===== src/rtl/light_switch_bank_pkg.sv =====
// light_switch_bank_pkg: mode encodings and sizing helper shared by the switch bank.
package light_switch_bank_pkg;
  localparam int MODE_W = 2;
  typedef enum logic [MODE_W-1:0] {
    MODE_DIRECT = 2'd0,
    MODE_TOGGLE = 2'd1,
    MODE_BLINK  = 2'd2,
    MODE_OFF    = 2'd3
  } mode_e;
  function automatic int cnt_width(input int n);
    return n > 1 ? $clog2(n) : 1;
  endfunction
endpackage


===== src/rtl/light_switch_bank_debounce.sv =====
// switch_debounce: synchronises one raw switch, debounces it and flags rising edges of the stable level.
module switch_debounce
  import light_switch_bank_pkg::*;
#(
  parameter int DEBOUNCE_CYCLES = 500000
) (
  input  logic clk,
  input  logic rst_n,
  input  logic sw_raw,
  output logic level,
  output logic rise
);
  localparam int CW = cnt_width(DEBOUNCE_CYCLES);
  logic s1, s2, db, db_prev;
  logic [CW-1:0] cnt;
  // any return of s2 to the accepted level restarts the stability count
  always_ff @(posedge clk or negedge rst_n) begin
    if (!rst_n) begin
      s1 <= 1'b0;
      s2 <= 1'b0;
      db <= 1'b0;
      db_prev <= 1'b0;
      cnt <= '0;
    end else begin
      s1 <= sw_raw;
      s2 <= s1;
      db_prev <= db;
      if (s2 == db) cnt <= '0;
      else if (cnt == CW'(DEBOUNCE_CYCLES - 1)) begin
        db <= s2;
        cnt <= '0;
      end else cnt <= cnt + 1'b1;
    end
  end
  assign level = db;
  assign rise = db & ~db_prev;
endmodule


===== src/rtl/light_switch_bank.sv =====
// light_switch_bank: N debounced switches each driving a registered LED in a shared mode
// (direct, toggle, blink, off), with one blink prescaler common to all channels.
module light_switch_bank
  import light_switch_bank_pkg::*;
#(
  parameter int N_CH = 8,
  parameter int DEBOUNCE_CYCLES = 500000,
  parameter int BLINK_DIV = 12500000
) (
  input  logic              clk,
  input  logic              rst_n,
  input  logic [N_CH-1:0]   sw,
  input  logic [MODE_W-1:0] mode,
  output logic [N_CH-1:0]   Led,
  output logic [N_CH-1:0]   sw_level
);
  localparam int BW = cnt_width(BLINK_DIV);
  logic [N_CH-1:0] rise, tog, tog_d, led_d;
  logic [BW-1:0] bcnt;
  logic phase;
  for (genvar c = 0; c < N_CH; c++) begin : g_ch
    switch_debounce #(.DEBOUNCE_CYCLES(DEBOUNCE_CYCLES)) u_db (
      .clk(clk),
      .rst_n(rst_n),
      .sw_raw(sw[c]),
      .level(sw_level[c]),
      .rise(rise[c])
    );
  end
  // toggle state follows presses in every mode so it survives mode changes
  always_comb begin
    tog_d = tog ^ rise;
    led_d = mode_e'(mode) == MODE_DIRECT ? sw_level :
            mode_e'(mode) == MODE_TOGGLE ? tog_d :
            mode_e'(mode) == MODE_BLINK  ? sw_level & {N_CH{phase}} : '0;
  end
  always_ff @(posedge clk or negedge rst_n) begin
    if (!rst_n) begin
      tog <= '0;
      Led <= '0;
      bcnt <= '0;
      phase <= 1'b0;
    end else begin
      tog <= tog_d;
      Led <= led_d;
      bcnt <= bcnt == BW'(BLINK_DIV - 1) ? '0 : bcnt + 1'b1;
      phase <= bcnt == BW'(BLINK_DIV - 1) ? ~phase : phase;
    end
  end
endmodule

===== config.mk =====
export PLATFORM = sky130hd
export DESIGN_NAME = light_switch_bank
export DESIGN_NICKNAME = d
export VERILOG_FILES = /design/src/rtl/light_switch_bank_pkg.sv /design/src/rtl/light_switch_bank_debounce.sv /design/src/rtl/light_switch_bank.sv
export SDC_FILE = /design/constraint.sdc
export NUM_CORES = 1
export LEC_CHECK = 0
export ABC_CLOCK_PERIOD_IN_PS = 6190
export CORE_UTILIZATION = 40
export DETAILED_ROUTE_END_ITERATION = 10
export RECOVER_POWER = 100
export SYNTH_ARGS = -nofsm -noshare
export SYNTH_HDL_FRONTEND = slang
export SYNTH_SLANG_ARGS = --single-unit

===== constraint.sdc =====
create_clock -name clk -period 6.19 [get_ports clk]
set_input_delay 0.9285 -clock clk [delete_from_list [all_inputs] [get_ports clk]]
set_output_delay 0.9285 -clock clk [all_outputs]
set_load 0.02 [all_outputs]

After elaboration in Yosys (flattened, before gate mapping)
Index checks and enable logic that the tools add are counted.

Register bits: 225. Bits of input ports: 12. Output and inout bits: 16. Logic and storage cells: 128.

$add $sub $neg: 9. Equal/unequal tests: 19. Mux-type cells: 20. Bitwise logic cells: 27. Reductions and logical operators: 9.

Operators by type and width (number): 19-bit two-way mux (16); 19-bit by 1-bit adder with 19-bit output, second input constant (8); 19-bit equality test, second input constant (8); 24-bit by 1-bit adder with 24-bit output, second input constant (1); 24-bit equality test, second input constant (1); 24-bit two-way mux (1); 8-bit two-way mux (3); 1-bit inverter (17); 2-bit AND reduction (8); 1-bit AND (8); 8-bit AND (1); 1-bit equality test (8); 8-bit XOR (1); 2-bit by 1-bit equality test with 1-bit output, second input constant (1); 2-bit equality test, second input constant (1); 2-bit zero test (1).

Longest topological paths before layout
Gate-level depths: netlist (run 1).

Depth after elaboration: 5. Depth in mapped cells: 7.

Modules after synthesis
A second synthesis (run 1) with hierarchy kept.

Cells, all modules: 1022. Area, all modules: 10806.6 sq um.

Modules (own cells, without submodules): switch_debounce (times used 8, cells each 107, area each 1111.1 sq um, sequential area each 575.6 sq um); light_switch_bank (times used 1, cells each 166, area each 1918.1 sq um, sequential area each 1026.0 sq um).

Worst setup path before layout (run 1)
OpenSTA, ideal clock, no wires.

Path type: reg2reg. Start point: register g_ch[1].u_db.cnt[11]. End point: register g_ch[1].u_db.db. Library setup time: 0.125 ns. Arrival time: 1.930 ns. Data required time: 6.065 ns. Setup slack: 4.136 ns. Stages on the path, launching flop included: 5. Path buffers: 0. Period minus slack after synthesis: 2.054 ns. Path through: dfrtp_1 > or4b_2 > or4_4 > nor2_1 > mux2_2.

Word-level cells in the longest chain between the ends: 2.

Ends and longest elaborated chain: from (decl) (RTL line light_switch_bank_debounce.sv:15) `logic [CW-1:0] cnt;`; from (signal assigned) (RTL line light_switch_bank_debounce.sv:32) `end else cnt <= cnt + 1'b1;`; 19-bit equality test (RTL line light_switch_bank_debounce.sv:29) `else if (cnt == CW'(DEBOUNCE_CYCLES - 1)) begin`; 2-bit AND reduction (no source line); to (signal assigned) (RTL line light_switch_bank_debounce.sv:21) `db <= 1'b0;`; to (signal assigned) (RTL line light_switch_bank_debounce.sv:30) `db <= s2;`; to (decl) (RTL line light_switch_bank_debounce.sv:14) `logic s1, s2, db, db_prev;`.

No other way between the ends. A chain may end at the register's enable or synchronous reset.

Worst setup path in the final report (run 1)
Start point: register g_ch[1].u_db.cnt[11]. End point: register g_ch[1].u_db.cnt[7].

Word-level cells in the longest chain between the ends: 3.

Ends and longest elaborated chain: 19-bit equality test (RTL line light_switch_bank_debounce.sv:29); 19-bit two-way mux (RTL line light_switch_bank_debounce.sv:29); 19-bit two-way mux (RTL line light_switch_bank_debounce.sv:28) `if (s2 == db) cnt <= '0;`.

No other way between the ends.

==> impl_results.md, run 1 <==
- Status: complete, but fails checks
- Failing checks: capacitance limit, slew limit
- I/O pins: 28
- Post-synth net total: 1030
- Power Dens Cells: 262.8 nW/um^2
- Yosys Warn Count: 0
- Min-Delay Path Class: in -> async
- H-tree depth: 1
- Final Hold Fails: 0
- Share of layout cells above drive strength 1: 0.07393
- Clock skew: 0.02528 ns
- CTS Buf Count: 25
- Drt pass-1 iters: 4
- Global-route wire length before repair: 34.69 mm
- Avg Inst Size Synth: 10.41 sq um
- CTS sink cnt: 225
- Worst Setup Start Kind: flop
- Crit Path Max Fanout: 18
- Vias in the first global route: 6982
- Worst EP required: 6.53 ns
- Initial DRC Count: 396
- Die area: 26910 sq um
- Max Clock Freq: 0.2880 GHz
- Sequential area share after synthesis: 0.5360
- Largest net degree at the start of global routing: 156
- Drt drc: 0
- Final slew viol count: 114
- Via density: 5.276
- Kind of critical path: reg -> reg
- Routed Antenna Nets: 0
- IO Port Bufs: 27
- Most common cell in the synthesized netlist: dfrtp_1
- Slew @ Worst Pin: 2.119 ns
- Total power: 0.003113 W
- Starting Density: 0.4124
- Dominant register cell in the synthesized netlist: dfrtp_1
- LEAKAGE: 4.748 nW
- Area share of the leading cell type in the synthesized netlist: 0.5360
- Fin crit share: 0.5610
- Post-synth top area cell: dfrtp_1
- Nets: 1057
- Clock transition at path regs: 0.06 ns
- Post-DP HPWL: 13.01 mm
- Site row count: 58
- Clock Root Buffer: clkbuf_16
- Highest ir drop seen on vdd: 0.2323 mV
- Critical Path End Type: flop
- Placeable core area: 25470 sq um
- Die height: 164.1 um
- EDFF count, synth: 0
- Arr. time, crit path: 3.81 ns
- Post-cts sizing count: 0
- Clock Path Buffers: 3
- Wirelength per Cell: 14.37 um
- Synth cell types: 48
- #FFs+latches synth: 225
- Worst rel slew slack: -0.4274
- WHS: 0.3171 ns
- Ant diodes: 0
- Cells after synthesis: 1009
- Area grow syn2layout: 12.77%
- Die width: 164.1 um
- GRT Util Overall: 0.1560
- Final core utilization: 0.4650
- Largest cells by area after synthesis: dfrtp_1 (54%), xnor2_1 (7.1%), nor2_1 (4.8%), xor2_1 (3.9%), nand3_1 (3.3%)
- # setup viols final: 0
- Most instantiated cells after synthesis: dfrtp_1 (225), nor2_1 (134), xnor2_1 (85)
- Syn Std Cell Area: 10500 sq um
- Post-CTS Setup Repair Bufs: 0
- Setup TNS: 0 ns
- Final min period: 3.473 ns
- Cts hold-fix bufs: 0
- Routability cong.: 0.7869
- Initial antenna violation count: 1
- TritonCTS clock tree: yes
- Total grt overflow: 0
- DR vias: 7307
- RSZ-0062 raised after global routing: false
- Ys async rst share: 1.000
- WL final: 19.91 mm
- Worst skew pair latency: 0.55 ns
- Maxcap violations: 6
==> layout by cell type, fill, tap and decap left out, types with 3 or more instances in the layout <==
master	synthesis	routed
or2_2	8	8
nor4_1	34	34
dfrtp_1	225	225
and2_1	10	3
clkbuf_1	16	4
nand4_1	38	38
nand3_1	69	69
nand2_1	54	54
nand2b_1	8	8
bufinv_16	0	3
a21oi_1	41	41
mux2_2	8	8
inv_1	30	30
a21o_1	3	3
and2_0	0	7
a32o_1	8	8
or4_1	25	28
xor2_1	47	47
or4b_2	6	6
nor2_1	134	134
dlygate4sd3_1	0	25
o41ai_1	3	3
o31ai_1	21	22
nor4b_1	6	6
clkinvlp_4	0	4
clkbuf_16	0	25
nor3_1	20	20
clkinv_2	0	9
nand4_2	3	3
or3_1	23	23
o21ai_0	17	24
xnor2_1	85	85
and4_1	15	15
ha_1	9	9
==> worst max-delay path: stages (launching register included) <==
cell and delay [ns]:
dfrtp_1 0.43, or4b_2 0.67, or4_1 0.43, o21ai_0 1.61, nor2_1 0.13
==> cell families (layout without fill, tap and decap cells) <==
| kind of cell | after synthesis | count (layout) | share of synthesized area |
|---|---|---|---|
| flip-flops | 225 | 225 | 0.5360 |
| AO/OA/AOI/OAI | 104 | 104 | 0.06635 |
| AND/OR/NAND/NOR | 470 | 470 | 0.2413 |
| XOR/XNOR | 132 | 132 | 0.1101 |
| buffers and inverters | 61 | 107 | 0.02692 |
| adder cells (fa/ha/maj) | 9 | 9 | 0.01072 |
| multiplexers | 8 | 8 | 0.008577 |
==> sequential cells by signal, summed over array words and instances (netlist names) <==
name,cells
phase,1
g_ch.u_db.cnt,152
tog,8
Led,8
g_ch.u_db.s1,8
g_ch.u_db.db_prev,8
bcnt,24
g_ch.u_db.s2,8
g_ch.u_db.level,8
==> routing by layer <==
| layer | track usage | share of wire | vias up |
|---|---|---|---|
| met5 | 0 | 0.00065 | - |
| met4 | 0.04545 | 0.027 | 2 |
| met3 | 0.02475 | 0.028 | 40 |
| met2 | 0.2369 | 0.44 | 76 |
| met1 | 0.2289 | 0.51 | 3540 |
| li1 | - | - | 3649 |
==> final timing paths <==
| kind | start | to | slack [ns] | cells after the start |
|---|---|---|---|---|
| max | g_ch[1].u_db.cnt[11]$_DFF_PN0_ | g_ch[1].u_db.cnt[7]$_DFF_PN0_ | 2.72 | 4 |
| min | rst_n | g_ch[1].u_db.cnt[8]$_DFF_PN0_ | 0.32 | 1 |
| max reg2reg | g_ch[1].u_db.cnt[11]$_DFF_PN0_ | g_ch[1].u_db.cnt[7]$_DFF_PN0_ | 2.72 | 4 |
| min reg2reg | g_ch[4].u_db.s1$_DFF_PN0_ | g_ch[4].u_db.s2$_DFF_PN0_ | 0.35 | 0 |
| max in group asynchronous | rst_n | g_ch[5].u_db.cnt[8]$_DFF_PN0_ | 4.68 | 2 |
| min in group clk | g_ch[4].u_db.s1$_DFF_PN0_ | g_ch[4].u_db.s2$_DFF_PN0_ | 0.35 | 0 |
==> per-stage QoR <==
stage               worst slack (ns)  std cells  cell area [sq um]
global placement               3.866       1339              11060
detailed placement             3.868       1339              11060
global route                   2.349       1385              11850
CTS                            3.512       1385              11920
floorplan                      4.136       1009              10500
finish                         2.717       1385              11850
==> where the power goes <==
group          switching (W)  total [W]  internal, W
sequential         0.0000158    0.00150      0.00149
combinational      0.0000604  0.0000816    0.0000212
clock               0.000627    0.00153     0.000899
==> final cells by class <==
class                      instances  area, sq um
clock buffer                      28        656.9
clock inverter                    18        196.4
fill                            2352        13630
inverter                          30        112.6
multi-input combinational        723         4529
sequential                       225         5630
tap                              330        412.9
timing repair buffer              31        306.5
No activity file was read; power rests on OpenSTA's default activity.
==> run 2, diff against run 1 <==
Settings changed: ABC_CLOCK_PERIOD_IN_PS 6190 to 3000.
Clock period 6.19 ns to 3 ns, I/O delays scaled along.
==> impl_results.md, run 2 (synthesized netlist as in run 1, its figures left out) <==
- Commonest non-fill, non-tap cell in the layout: dfrtp_1
- Worst r2r src: g_ch[4].u_db.cnt[15]$_DFF_PN0_
- P_int: 0.005057 W
- Routed Antenna Nets: 0
- Worst skew pair latency: 0.52 ns
- Most frequent cells in the layout: dfrtp_1 (225), nor2_1 (134), xnor2_1 (85)
- Final slew viol count: 76
- Comb pwr share: 0.027
- DR vias: 7390
- Biggest register: g_ch.u_db.cnt
- Clock Path Buffers: 3
- CTS sink cnt: 225
- Critical Path End Type: flop
- RR Endpoint: g_ch[4].u_db.cnt[14]$_DFF_PN0_
- Maxcap violations: 1
- I/O pins: 28
- GRT Util Overall: 0.1566
- Switch share: 0.2127
- # setup viols final: 0
- Failing checks: capacitance limit, slew limit
- Worst Setup Start Kind: flop
- Clock Root Buffer: clkbuf_16
- Arr. time, crit path: 2.81 ns
- Fillers: 2377
- Final min period: 2.464 ns
- Initial antenna violation count: 2
- Min-Delay Path Class: reg -> reg
- TritonCTS clock tree: yes
- Total power: 0.006423 W
- LEAKAGE: 4.789 nW
- Highest ir drop seen on vdd: 0.4683 mV
- Final Hold Fails: 0
- Slowest cell on crit path: o21ai_1
- Drt drc: 0
- Die width: 164.1 um
- H-tree depth: 1
- FF/Latch Area: 5630 sq um
- Drt pass-1 iters: 4
- Site row count: 58
- Clock share of power: 0.489
- Die area: 26910 sq um
- Max FFs per register: 152
- Fin crit share: 0.8214
- Share of layout cells above drive strength 1: 0.07932
- Worst rel slew slack: -0.3041
- Nets: 1064
- Vias in the first global route: 7131
- Post-CTS Setup Repair Bufs: 0
- Setup TNS: 0 ns
- Worst EP required: 3.35 ns
- Seq pwr share: 0.484
- Kind of critical path: reg -> reg
- Die height: 164.1 um
- Post-DP HPWL: 13.09 mm
- Worst path cell trace: nand3_1 > or4b_2 > o21ai_1 > nor2_1
- Largest net degree at the start of global routing: 78
- Max Clock Freq: 0.4058 GHz
- Status: complete, but fails checks
- Switching power total: 0.001366 W
- Placeable core area: 25470 sq um
- Wirelength per Cell: 14.27 um
- WL final: 19.84 mm
- Worst Setup SP: g_ch[4].u_db.cnt[15]$_DFF_PN0_
- Power Dens Cells: 538.9 nW/um^2
- Clock skew: 0.01365 ns
- Multi-input combinational cell area: 4548 sq um
- Biggest regs: g_ch.u_db.cnt x152, bcnt x24
- IO Port Bufs: 27
- Via density: 5.317
- RSZ-0062 raised after global routing: false
- Crit path capture: g_ch[4].u_db.cnt[14]$_DFF_PN0_
- Starting Density: 0.4124
- Area grow syn2layout: 13.47%
- CTS Buf Count: 26
- R2R cell count: 4
- Clock transition at path regs: 0.06 ns
- Crit Path Max Fanout: 18
- FF-to-FF setup slack: 0.54 ns
- Slew @ Worst Pin: 1.956 ns
- Total grt overflow: 0
- Routability cong.: 0.7960
- Initial DRC Count: 400
- CP peak stage delay: 1.00 ns
- Global-route wire length before repair: 34.85 mm
## run 2: worst min path at each step
stage / from / to / slack (ns) / cells past startpoint
2_1_floorplan: rst_n / Led[0]$_DFF_PN0_ / 0.15 / 0
3_3_place_gp: g_ch[6].u_db.s1$_DFF_PN0_ / g_ch[6].u_db.s2$_DFF_PN0_ / 0.33 / 0
3_5_place_dp: g_ch[3].u_db.s1$_DFF_PN0_ / g_ch[3].u_db.s2$_DFF_PN0_ / 0.33 / 0
4_1_cts: sw[1] / g_ch[1].u_db.s1$_DFF_PN0_ / 0.35 / 1
5_1_grt: g_ch[1].u_db.s1$_DFF_PN0_ / g_ch[1].u_db.s2$_DFF_PN0_ / 0.35 / 0
6_report: g_ch[6].u_db.s1$_DFF_PN0_ / g_ch[6].u_db.s2$_DFF_PN0_ / 0.35 / 0
## run 2: cell type report
| class | instances | share of cell area |
|---|---|---|
| multi-input combinational | 723 | 0.3816 |
| clock buffer | 32 | 0.05994 |
| antenna | 1 | 0.0002100 |
| sequential | 225 | 0.4724 |
| clock inverter | 12 | 0.01186 |
| tap | 330 | 0.03464 |
| timing repair buffer | 37 | 0.02992 |
| inverter | 30 | 0.009448 |
## run 2: repair_timing
item / 4_1_cts / 5_1_grt
setup endpoints to repair: 0 / 0
hold endpoints to repair: 73 / 0
gates resized for setup: 0 / 0
hold buffers: 1 / 0
## run 2: power groups by stage
stage	clock network [W]	registers, W	logic [W]
global route	0.00336	0.00311	0.000207
finish	0.00314	0.00311	0.000177
global placement	0	0.00316	0.000189
detailed placement	0	0.00316	0.000190
floorplan	0	0.00315	0.0000852
CTS	0.00324	0.00311	0.000191
## run 2: per-layer routing
layer / vias up / GRT usage / part of all wire
li1: 3666 / - / -
met1: 3616 / 0.2258 / 0.49
met2: 77 / 0.2431 / 0.45
met3: 29 / 0.02854 / 0.035
met4: 2 / 0.03914 / 0.020
met5: - / 0 / 0.00066
## run 2: metrics by stage
stage	cell area (sq um)	worst slack [ns]	hold WS, ns	util	std cells
5_1_grt	11920	0.3362	0.3523	0.4678	1389
3_5_place_dp	11110	0.7756	0.3347	0.4363	1344
6_report	11920	0.5359	0.3480	0.4679	1390
2_1_floorplan	10500	0.9456	0.1544	-	1009
4_1_cts	11980	0.7695	0.3464	0.4703	1389
3_3_place_gp	11110	0.8064	0.3326	0.4363	1344
## run 2: critical path: cells and delay by family, from the launching register on
kind	cells	cell delay [ns]
AO/OA/AOI/OAI	1	1.00
flip-flops	1	0.40
AND/OR/NAND/NOR	3	0.90
==> run 3, diff against run 2 <==
Settings changed: ABC_CLOCK_PERIOD_IN_PS 3000 to 2000.
Clock period 3 ns to 2 ns, I/O delays scaled along.
==> impl_results.md, run 3 (synthesized netlist as in run 1, its figures left out) <==
- Placement Setup Slack: -0.02345 ns
- Global-route wire length before repair: 36.12 mm
- Initial antenna violation count: 0
- TritonCTS clock tree: yes
- Switch share: 0.2065
- Worst EP required: 2.40 ns
- Cell area after layout: 12530 sq um
- RSZ-0062 raised after global routing: true
- Nets: 1127
- Fin crit share: 0.9975
- Comb pwr share: 0.030
- Min-Delay Path Class: in -> reg
- Routability cong.: 0.8304
- Die height: 164.1 um
- Share of layout cells above drive strength 1: 0.1341
- Finished Layout Cells: 1456
- Drt pass-1 iters: 4
- Max Clock Freq: 0.5013 GHz
- Placed cell count: 1406
- Ant diodes: 0
- Drt drc: 0
- Post-DP HPWL: 13.87 mm
- Initial DRC Count: 385
- Power Dens Cells: 814.0 nW/um^2
- P_int: 0.008095 W
- Worst skew pair latency: 0.52 ns
- Starting Density: 0.4124
- Max FFs per register: 152
- Clock skew: 0.007101 ns
- WHS: 0.3297 ns
- Vias in the first global route: 7451
- Crit Path Max Fanout: 2
- Commonest non-fill, non-tap cell in the layout: dfrtp_1
- Status: completed
- H-tree depth: 1
- Final Hold Fails: 0
- Site row count: 58
- Final min period: 1.995 ns
- CTS Buf Count: 26
- Clock share of power: 0.514
- Die area: 26910 sq um
- Die width: 164.1 um
- Highest ir drop seen on vdd: 0.8184 mV
- Arr. time, crit path: 2.40 ns
- DR vias: 7570
- IO Port Bufs: 27
- Largest net degree at the start of global routing: 56
- Final slew viol count: 0
- Wirelength per Cell: 14.01 um
- Switching power total: 0.002107 W
- Maxcap violations: 0
- WL final: 20.40 mm
- Worst rel slew slack: 0.01950
- Fillers: 2302
- Biggest register: g_ch.u_db.cnt
- Worst Setup Start Kind: flop
- Clock transition at path regs: 0.06 ns
- CTS sink cnt: 225
- Seq pwr share: 0.457
- LEAKAGE: 5.119 nW
- GRT Util Overall: 0.1627
- Placeable core area: 25470 sq um
- Critical Path End Type: flop
- Via density: 5.199
- Total grt overflow: 0
- Setup ws final: 0.004992 ns
- Clock Path Buffers: 3
- Biggest regs: g_ch.u_db.cnt x152, bcnt x24
- Slew @ Worst Pin: 1.471 ns
- # setup viols final: 0
- Most frequent cells in the layout: dfrtp_1 (225), nor2_1 (131), xnor2_1 (85)
- Post-Place Cell Area: 11650 sq um
- Kind of critical path: reg -> reg
- Area grow syn2layout: 19.32%
- FF-to-FF setup slack: 0.005 ns
- I/O pins: 28
- Setup TNS: 0 ns
- Routed Antenna Nets: 0
- Clock Root Buffer: clkbuf_16
==> run 3: changes by cell type in the layout (fill, tap and decap cells not counted), moves of 4 or more <==
cell | before | now
or4_1 | 28 | 23
or4_4 | 1 | 6
clkbuf_1 | 6 | 15
dlygate4sd3_1 | 26 | 17
o21ai_2 | 5 | 0
clkinv_2 | 7 | 3
clkbuf_2 | 1 | 6
buf_4 | 4 | 51
==> run 3: cell type report <==
| cell class | count | area [sq um] | share of cell area |
|---|---|---|---|
| flip-flops and latches | 225 | 5630 | 0.4492 |
| multi-input cells | 723 | 4599 | 0.3670 |
| repair buffers | 100 | 809.5 | 0.06459 |
| clock buffers | 36 | 749.5 | 0.05980 |
| well taps | 330 | 412.9 | 0.03294 |
| clock inverters | 12 | 219.0 | 0.01747 |
| inverters | 30 | 112.6 | 0.008985 |
==> run 3: worst max-delay path, stage by stage (launching register included) <==
cell and delay (ns):
dfrtp_1 0.37, or4_1 0.52, or4_4 0.58, nor2_4 0.10, mux2_4 0.30
==> run 3: layer usage <==
| layer | track usage | up-vias | share of wire |
|---|---|---|---|
| li1 | - | 3800 | - |
| met4 | 0.04293 | 0 | 0.022 |
| met2 | 0.2600 | 75 | 0.46 |
| met5 | 0 | - | 0 |
| met1 | 0.2316 | 3664 | 0.49 |
| met3 | 0.02273 | 31 | 0.028 |
==> run 3: repair_timing <==
item                       4_1_cts  5_1_grt
setup endpoints to repair        5       44
hold buffers                     1        0
hold endpoints to repair        49        0
setup buffers                    0        1
pin swaps                        1        2
gates resized for setup          7        9
==> run 3: metrics by stage <==
stage	util	power (W)
floorplan	-	0.004859
global placement	0.4572	0.005068
detailed placement	0.4572	0.005074
CTS	0.4962	0.01040
global route	0.4920	0.01059
finish	0.4920	0.01020
==> run 3: power groups by stage <==
stage	Sequential [W]	Combinational (W)	Clock, W
final	0.00466	0.000302	0.00524
after global routing	0.00467	0.000355	0.00557
after CTS	0.00466	0.000338	0.00541
after detailed placement	0.00474	0.000335	0
after global placement	0.00474	0.000331	0
after floorplan	0.00473	0.000129	0
==> run 3: final timing paths <==
kind / startpoint / end / cells past startpoint
max in group asynchronous: rst_n / g_ch[6].u_db.cnt[13]$_DFF_PN0_ / 3
min in group asynchronous: rst_n / g_ch[1].u_db.cnt[15]$_DFF_PN0_ / 2
worst max-delay path: g_ch[1].u_db.cnt[7]$_DFF_PN0_ / g_ch[1].u_db.level$_DFFE_PN0P_ / 4
worst min register to register: g_ch[6].u_db.s1$_DFF_PN0_ / g_ch[6].u_db.s2$_DFF_PN0_ / 0
worst max register to register: g_ch[1].u_db.cnt[7]$_DFF_PN0_ / g_ch[1].u_db.level$_DFFE_PN0P_ / 4
worst min-delay path: sw[1] / g_ch[1].u_db.s1$_DFF_PN0_ / 1
